[src/rtl/glm_delta_maxabs.sv]
// Largest |FP32| over a stream of delta lines, via a registered compare tree with the line index carried alongside.
// op_done fires log2(VALUES_PER_LINE)+1 cycles after the last line; there is no backpressure and PROCESS accepts in_valid every cycle.
module glm_delta_maxabs #(
  parameter int VALUES_PER_LINE = 16
) (
  input  logic                           clk,
  input  logic                           reset,
  input  logic                           op_start,
  output logic                           op_done,
  input  logic [1:0][31:0]               regs,
  input  logic                           in_valid,
  input  logic [32*VALUES_PER_LINE-1:0]  in_data,
  output logic [31:0]                    max_abs,
  output logic [15:0]                    max_line,
  output logic                           converged,
  output logic                           nan_seen
);

  localparam int         VPL        = VALUES_PER_LINE;
  localparam int         STAGES     = $clog2(VPL);
  localparam int         HALF       = VPL / 2;
  localparam logic [30:0] INF_MAG   = 31'h7F800000;
  localparam logic [2:0] DRAIN_PRE  = 3'(STAGES - 1);
  localparam logic [2:0] DRAIN_LAST = 3'(STAGES);

  typedef enum logic [1:0] {IDLE, PROCESS, DRAIN} state_t;

  state_t      state, state_nxt;
  logic        start_acc, accept, last_acc, done_set;
  logic [15:0] num_lines_in, num_m1, line_cnt;
  logic [30:0] thr_mag;
  logic [2:0]  drain_cnt;

  logic [30:0] lane_mag [VPL];
  logic        line_nan;
  logic        sign_unused;

  logic [30:0] tree_mag [STAGES][HALF];
  logic [30:0] mag_nxt  [STAGES][HALF];
  logic [15:0] tree_idx [STAGES];
  logic [15:0] idx_nxt  [STAGES];
  logic [STAGES-1:0] tree_vld, vld_nxt;
  logic [STAGES-1:0] tree_nan, nan_nxt;

  logic [30:0] run_max, mrg_max;
  logic [15:0] run_idx, mrg_idx;
  logic        run_nan, mrg_nan, take;

  function automatic logic [30:0] max31(input logic [30:0] a, input logic [30:0] b);
    return (a > b) ? a : b;
  endfunction

  assign num_lines_in = regs[0][15:0];

  // ---------------- FSM ----------------
  always_ff @(posedge clk) begin
    if (reset) state <= IDLE;
    else       state <= state_nxt;
  end

  always_comb begin
    state_nxt = state;
    unique case (state)
      IDLE:    if (op_start) state_nxt = (num_lines_in == 16'd0) ? DRAIN : PROCESS;
      PROCESS: if (last_acc) state_nxt = DRAIN;
      DRAIN:   if (drain_cnt == DRAIN_LAST) state_nxt = IDLE;
      default: state_nxt = IDLE;
    endcase
  end

  always_comb begin
    start_acc = (state == IDLE) && op_start;
    accept    = (state == PROCESS) && in_valid;
    last_acc  = accept && (line_cnt == num_m1);
    done_set  = (state == DRAIN) && (drain_cnt == DRAIN_PRE);
  end

  // Zero-length runs preload the drain counter so they finish one cycle after entering DRAIN.
  always_ff @(posedge clk) begin
    if (reset) begin
      num_m1    <= '0;
      thr_mag   <= '0;
      line_cnt  <= '0;
      drain_cnt <= '0;
    end else begin
      if (start_acc) begin
        num_m1   <= num_lines_in - 16'd1;
        thr_mag  <= regs[1][30:0];
        line_cnt <= '0;
      end else if (accept) begin
        line_cnt <= line_cnt + 16'd1;
      end
      if (start_acc)           drain_cnt <= DRAIN_PRE;
      else if (last_acc)       drain_cnt <= '0;
      else if (state == DRAIN) drain_cnt <= drain_cnt + 3'd1;
    end
  end

  // ---------------- lane magnitudes ----------------
  always_comb begin
    line_nan    = 1'b0;
    sign_unused = ^regs[0][31:16] ^ regs[1][31];
    for (int i = 0; i < VPL; i++) begin
      lane_mag[i] = (in_data[32*i +: 31] > INF_MAG) ? '0 : in_data[32*i +: 31];
      line_nan    = line_nan | (in_data[32*i +: 31] > INF_MAG);
      sign_unused = sign_unused ^ in_data[32*i + 31];
    end
  end

  // ---------------- compare tree ----------------
  always_comb begin
    vld_nxt = '0;
    nan_nxt = '0;
    for (int k = 0; k < STAGES; k++) begin
      idx_nxt[k] = '0;
      for (int j = 0; j < HALF; j++) mag_nxt[k][j] = '0;
    end
    for (int j = 0; j < HALF; j++) mag_nxt[0][j] = max31(lane_mag[2*j], lane_mag[2*j+1]);
    idx_nxt[0] = line_cnt;
    vld_nxt[0] = accept;
    nan_nxt[0] = line_nan;
    for (int k = 1; k < STAGES; k++) begin
      for (int j = 0; j < HALF/2; j++)
        mag_nxt[k][j] = max31(tree_mag[k-1][2*j], tree_mag[k-1][2*j+1]);
      idx_nxt[k] = tree_idx[k-1];
      vld_nxt[k] = tree_vld[k-1];
      nan_nxt[k] = tree_nan[k-1];
    end
  end

  always_ff @(posedge clk) begin
    tree_mag <= mag_nxt;
    tree_idx <= idx_nxt;
    tree_nan <= nan_nxt;
  end

  always_ff @(posedge clk) begin
    if (reset) tree_vld <= '0;
    else       tree_vld <= vld_nxt;
  end

  // ---------------- running max ----------------
  // Strict compare keeps the earliest line on ties.
  always_comb begin
    take    = tree_vld[STAGES-1] && (tree_mag[STAGES-1][0] > run_max);
    mrg_max = take ? tree_mag[STAGES-1][0] : run_max;
    mrg_idx = take ? tree_idx[STAGES-1] : run_idx;
    mrg_nan = run_nan | (tree_vld[STAGES-1] & tree_nan[STAGES-1]);
  end

  always_ff @(posedge clk) begin
    if (reset || start_acc) begin
      run_max <= '0;
      run_idx <= '0;
      run_nan <= 1'b0;
    end else begin
      run_max <= mrg_max;
      run_idx <= mrg_idx;
      run_nan <= mrg_nan;
    end
  end

  // Results are written on the edge that raises op_done so both become visible together.
  always_ff @(posedge clk) begin
    if (reset) begin
      op_done   <= 1'b0;
      max_abs   <= '0;
      max_line  <= '0;
      converged <= 1'b0;
      nan_seen  <= 1'b0;
    end else begin
      op_done <= done_set;
      if (done_set) begin
        max_abs   <= {1'b0, mrg_max};
        max_line  <= mrg_idx;
        converged <= (mrg_max <= thr_mag);
        nan_seen  <= mrg_nan;
      end
    end
  end

endmodule

[config.mk]
export PLATFORM = sky130hd
export DESIGN_NAME = glm_delta_maxabs
export DESIGN_NICKNAME = d
export VERILOG_FILES = /design/src/rtl/glm_delta_maxabs.sv
export SDC_FILE = /design/constraint.sdc
export NUM_CORES = 2
export LEC_CHECK = 0
export BUFFER_PORTS_ARGS = -buffer_cell sky130_fd_sc_hd__buf_4
export CAP_MARGIN = 40
export CORE_UTILIZATION = 45
export CTS_CLUSTER_SIZE = 40
export DETAILED_ROUTE_END_ITERATION = 8
export PLACE_DENSITY = 0.64
export SYNTH_ARGS = -nofsm -noshare
export SYNTH_HDL_FRONTEND = slang
export SYNTH_SLANG_ARGS = --single-unit
[constraint.sdc]
create_clock -name clk -period 4.88 [get_ports clk]
set_clock_uncertainty 0.1 [all_clocks]
set_input_delay 0.244 -clock clk [delete_from_list [all_inputs] [get_ports clk]]
set_output_delay 0.244 -clock clk [all_outputs]
set_load 0.02 [all_outputs]
---- Word level (Yosys, flattened, before mapping) ----
Cells that the tools add are included.
Widths: inputs -> output; s select.
cells by class
  $add $sub $neg .......................... 3
  $lt $le $gt $ge ......................... 33
  eq/ne operators ......................... 8
  mux-type cells .......................... 41
  bitwise logic cells ..................... 17
  reduce and logical (&&, ||, !) cells .... 12
operators with widths
  operator               count
  $mux 31                32
  $gt 31x31->1           16
  $gt 31x31->1 const B   16
  $le 31x31->1           1
  $add 16x1->16 const B  1
  $eq 16x16->1           1
  $logic_not 16->1       1
  $mux 16                1
  $or 1x1->1             16
  $sub 16x1->16 const B  1
  $mux 2                 7
  $ne 2x2->1 const B     3
  $pmux 2 s3             1
  $logic_and 1x1->1      5
  $add 3x1->3 const B    1
  $eq 3x2->1 const B     1
  $eq 3x3->1 const B     1
  $reduce_and 3->1       1
  $reduce_bool 3->1      1
  $reduce_or 3->1        1
  $eq 2x1->1 const B     1
  $eq 2x2->1 const B     1
  $logic_not 2->1        1
  $reduce_or 2->1        1
  2 further kinds        2
storage, ports and cells
  bits in registers ....................... 703
  bits of input ports ..................... 580
  output and inout bits ................... 51

---- Longest topological paths before layout ----
  depth in word-level cells ............... 16
  gate-level depth with buffers ........... 19
  gate-level depth less buffers ........... 17

---- Worst setup path before layout ----
Ideal clock, no wire load.
  kind .................................... register to register
  start ................................... reg run_max[24]
  end ..................................... reg converged
  library setup time ...................... 78 ps
  arrival ................................. 3,794 ps
  data required time ...................... 4,702 ps
  setup slack ............................. 908 ps
  stages on the path, launching flop included .. 18
  period minus slack after synthesis ...... 3,972 ps
  cells stage by stage .................... dfxtp_1 -> inv_1 -> ha_1 -> a21o_1 -> a221o_1 -> a221o_1 -> o211ai_1 -> buf_2 -> mux2i_1 -> inv_1 -> ha_1 -> a211oi_1 -> o21ai_0 -> a31o_2 -> a21o_1 -> a2111oi_0 -> a31oi_1 -> nor3_1
on the way
  word-level cells in the longest chain between the ends .. 4
ends and longest elaborated chain
  what                      RTL line  RTL
  start: declaration        45        logic [30:0] run_max, mrg_max;
  start signal: assignment  157       run_max <= mrg_max;
  $gt 31x31->1              145       take = tree_vld[STAGES-1] && (tree_mag[STAGES-1][0] > run_max);
  $logic_and 1x1->1         145
  $mux 31                   146       mrg_max = take ? tree_mag[STAGES-1][0] : run_max;
  via mrg_max[16]           45
  $le 31x31->1              176       converged <= (mrg_max <= thr_mag);
  end signal: assignment    176
  end: declaration          15        output logic converged,
The timed path passes the listed nets, and every way through them passes these cells.
A chain may end at the register's enable or synchronous reset.

==> results.toml <==
[synth]
synth_compound_area_share_pct = 13.3
postSynthNetCount = 5478
ys_warn_count = 0
synthSimpleGateAreaFrac_pct = 17.1
syn-cell-area_sq_um = 39200
synth.ff_latch_count = 703
synth_ff_type = "dfxtp_1"
synth_cell_type_count = 76
synth_area_leader_cell = "dfxtp_1"
synthesis.area_per_instance_sq_um = 8.98
synthAdderAreaFrac_pct = 17.0
synthXorXnorAreaFrac_pct = 0.893
synth_top_cell_area_share_pct = 35.9
synth_async_sr_flop_share_pct = 0
yosys-top-cells-area = "dfxtp_1 (36%), ha_1 (17%), mux2_2 (6.1%), nand2_1 (5.3%), inv_1 (4.3%)"
synth-edff-count = 0
synth_top_family_by_area = "simple AND/OR/NAND/NOR gates"
synth.yosys.seq_area_share_pct = 35.9
mux_contribution_to_synthesized_area_pct = 9.83
synthCells = 4366

[sta]
drv_slew = 0
setup_total_negative_slack_ps = 0
worst-slew-pin-transition_ps = 868
finalHoldViolations = 0
slew_headroom_pct = 42.1
min_period_ps = 4700
clock.fmax_ghz = 0.213
rsz0062_at_grt = "no"
setup_violations = 0
final_min_period_over_clock_period_pct = 96.4

[finish]
drive_above_1_share_pct = 19.5
most-common-layout-cells = "dfxtp_1 (703), buf_4 (665), dlygate4sd3_1 (551)"
nFillCells = 7171
flow.area_growth_from_synthesis_pct = 36.1
multi_input_area_sq_um = 22900
sequential_standard_cell_area_sq_um = 14100
most_common_cell_after_layout_fill_and_taps_aside = "dfxtp_1"
finish.net_count = 6615

[place]
portBuffers = 596
detailedPlacementHpwl_mm = 95.6
gp_routability_congestion = 0.966

[run_status]
run_status = "completed"

[grt]
initial_antenna_violation_count = 4
first_pass_grt_wire_length_mm = 191
grt_max_degree = 82
grt.overflow.total = 0
total_global_routing_track_utilization_pct = 26.9
first_global_vias = 35800

[die]
fp.dieW_um = 297
die_area_sq_um = 88300
ioPinCount = 631
core.rowCount = 107
core_outline_area_sq_um = 85700
die_h_um = 297
floorplan.initialDensity_pct = 45.8

[clock_network]
inserted_clock_buffers = 76
clockBufferDepth = 3
clkTransAtPathRegs_ps = 60
cts_htree_levels = 3
cts_root_buffer = "clkbuf_16"
worst_skew_pair_later_pin_latency_ps = 630
post-cts-setup-buffers = 0
numClockSinks = 703
cts_tree = "built"

[pwr]
worst_ir_drop_vdd_mv = 0.340
total_leakage_power_nw = 25.7
report.power.total_w = 0.0203
power.density_cell_area_nw_per_um2 = 380

[worst_setup_path]
timing_worst_setup_path_type = "input port to flop"
endpoint_kind = "flop"
cp-start-kind = "input port"
required_time_at_the_endpoint_of_the_critical_path_ps = 5320
worst-endpoint-arrival_ps = 5150
crit_fanout = 22

[detailed_routing]
drc_errors = 0
route.antenna.remaining_nets = 0
detail_route.first_pass.iterations = 6
detail_route.vias_per_cell = 5.30
drt-initial-drc-count = 2250
routedWlPerCell_um = 18.2
finalWirelength_mm = 122
detailroute.via_count = 35600

[worst_hold_path]
min_path_type = "input port to flop"

[flow_run]
max_cap_violations = 0
-- critical path, stage by stage --
cell	delay (ps)
dlygate4sd3_1	560
buf_4	130
nand4_1	100
nor2_1	440
o21ai_1	320
buf_4	260
nand2_1	110
inv_1	60
ha_1	320
nand4_1	190
nor4_4	250
nand3_2	150
o41a_1	450
and3_4	190
or3_4	510
o2111ai_1	260
dlygate4sd3_1	590
-- what timing repair did --
item	CTS	global route
gates resized for setup	0	8
hold buffers	551	0
hold endpoints to repair	314	0
endpoints found under the setup margin	0	66
-- cell families (layout without fill, tap and decap cells) --
group                    Yosys count  after routing
adder cells (fa/ha/maj)          532            532
flip-flops                       703            703
AND/OR/NAND/NOR                 1382           1382
buffers and inverters            607           1803
multiplexers                     358            358
other                              1              7
XOR/XNOR                          40             40
AO/OA/AOI/OAI                    743            743
-- report_power, final --
group	total [W]	leakage [nW]	switching (W)	internal, W
clock	0.00603	1.29	0.00241	0.00362
combinational	0.00662	18.5	0.00319	0.00343
sequential	0.00764	5.85	0.000794	0.00684
total	0.0203	25.7	0.00639	0.0139
-- cells in the mapped netlist (18+ instances only) --
library cell / number
buf_2: 40
nand3_1: 54
and4_1: 20
mux2i_1: 141
a211oi_1: 92
a21o_1: 55
nor3_1: 53
nor2_1: 230
a22o_1: 127
a21oi_1: 160
clkbuf_1: 105
inv_1: 446
o211ai_2: 19
o21ai_0: 121
and2_1: 116
xnor2_1: 27
mux2_2: 214
nand2_1: 549
nor2b_1: 54
nor4_1: 97
o21bai_1: 36
dfxtp_1: 703
ha_1: 532
nand2b_1: 18
nand4_1: 139
-- area by class of cell --
class	instances	share of cell area, %
clock inverters	36	1.09
diodes	6	0.0281
repair buffers	1220	19.8
inverters	446	3.14
multi-input cells	3056	42.9
clock buffers	101	3.94
well taps	1144	2.68
flip-flops and latches	703	26.4
-- flip-flops by register name, indices dropped and copies added, names as in the netlist, 3 cells and up --
register and count:
drain_cnt 3, idx_nxt 48, line_cnt 16, max_abs 31
max_line 16, num_m1 16, run_idx 16, run_max 31
thr_mag 31, tree_idx 16, tree_mag 465, tree_nan 4
tree_vld 4
-- stage by stage --
stage	hold slack, ps	utilization (%)	cells	instance area [sq um]	setup slack [ps]
after CTS	17.4	62.2	6706	53300	168
after global routing	20.6	62.3	6710	53400	7.00
after detailed placement	212	52.7	6018	45100	292
final	50.1	62.3	6712	53400	176
after global placement	211	52.6	6016	45100	294
after floorplan	210	-	4366	39200	908
-- path summary, 6_finish.rpt --
| kind | start | to | slack (ps) | depth (start not counted) |
|---|---|---|---|---|
| worst min-delay path | in_data[325] | tree_mag[811] | 50 | 4 |
| worst min register to register | idx_nxt[0] | tree_idx[0] | 220 | 0 |
| worst max-delay path | in_data[348] | tree_mag[826] | 180 | 17 |
| worst max register to register | run_max[24] | converged | 370 | 18 |
-- layer usage --
layer	part of all wire [%]	global-route usage [%]	up-vias	routed length, um
met1	45	34.8	16500	54800
met2	47	45.5	1094	56800
met4	4.0	10.7	0	4890
met5	0	0	-	0
met3	4.4	3.18	315	5380
li1	-	-	17700	-
Power figures use the tool's default switching activity.
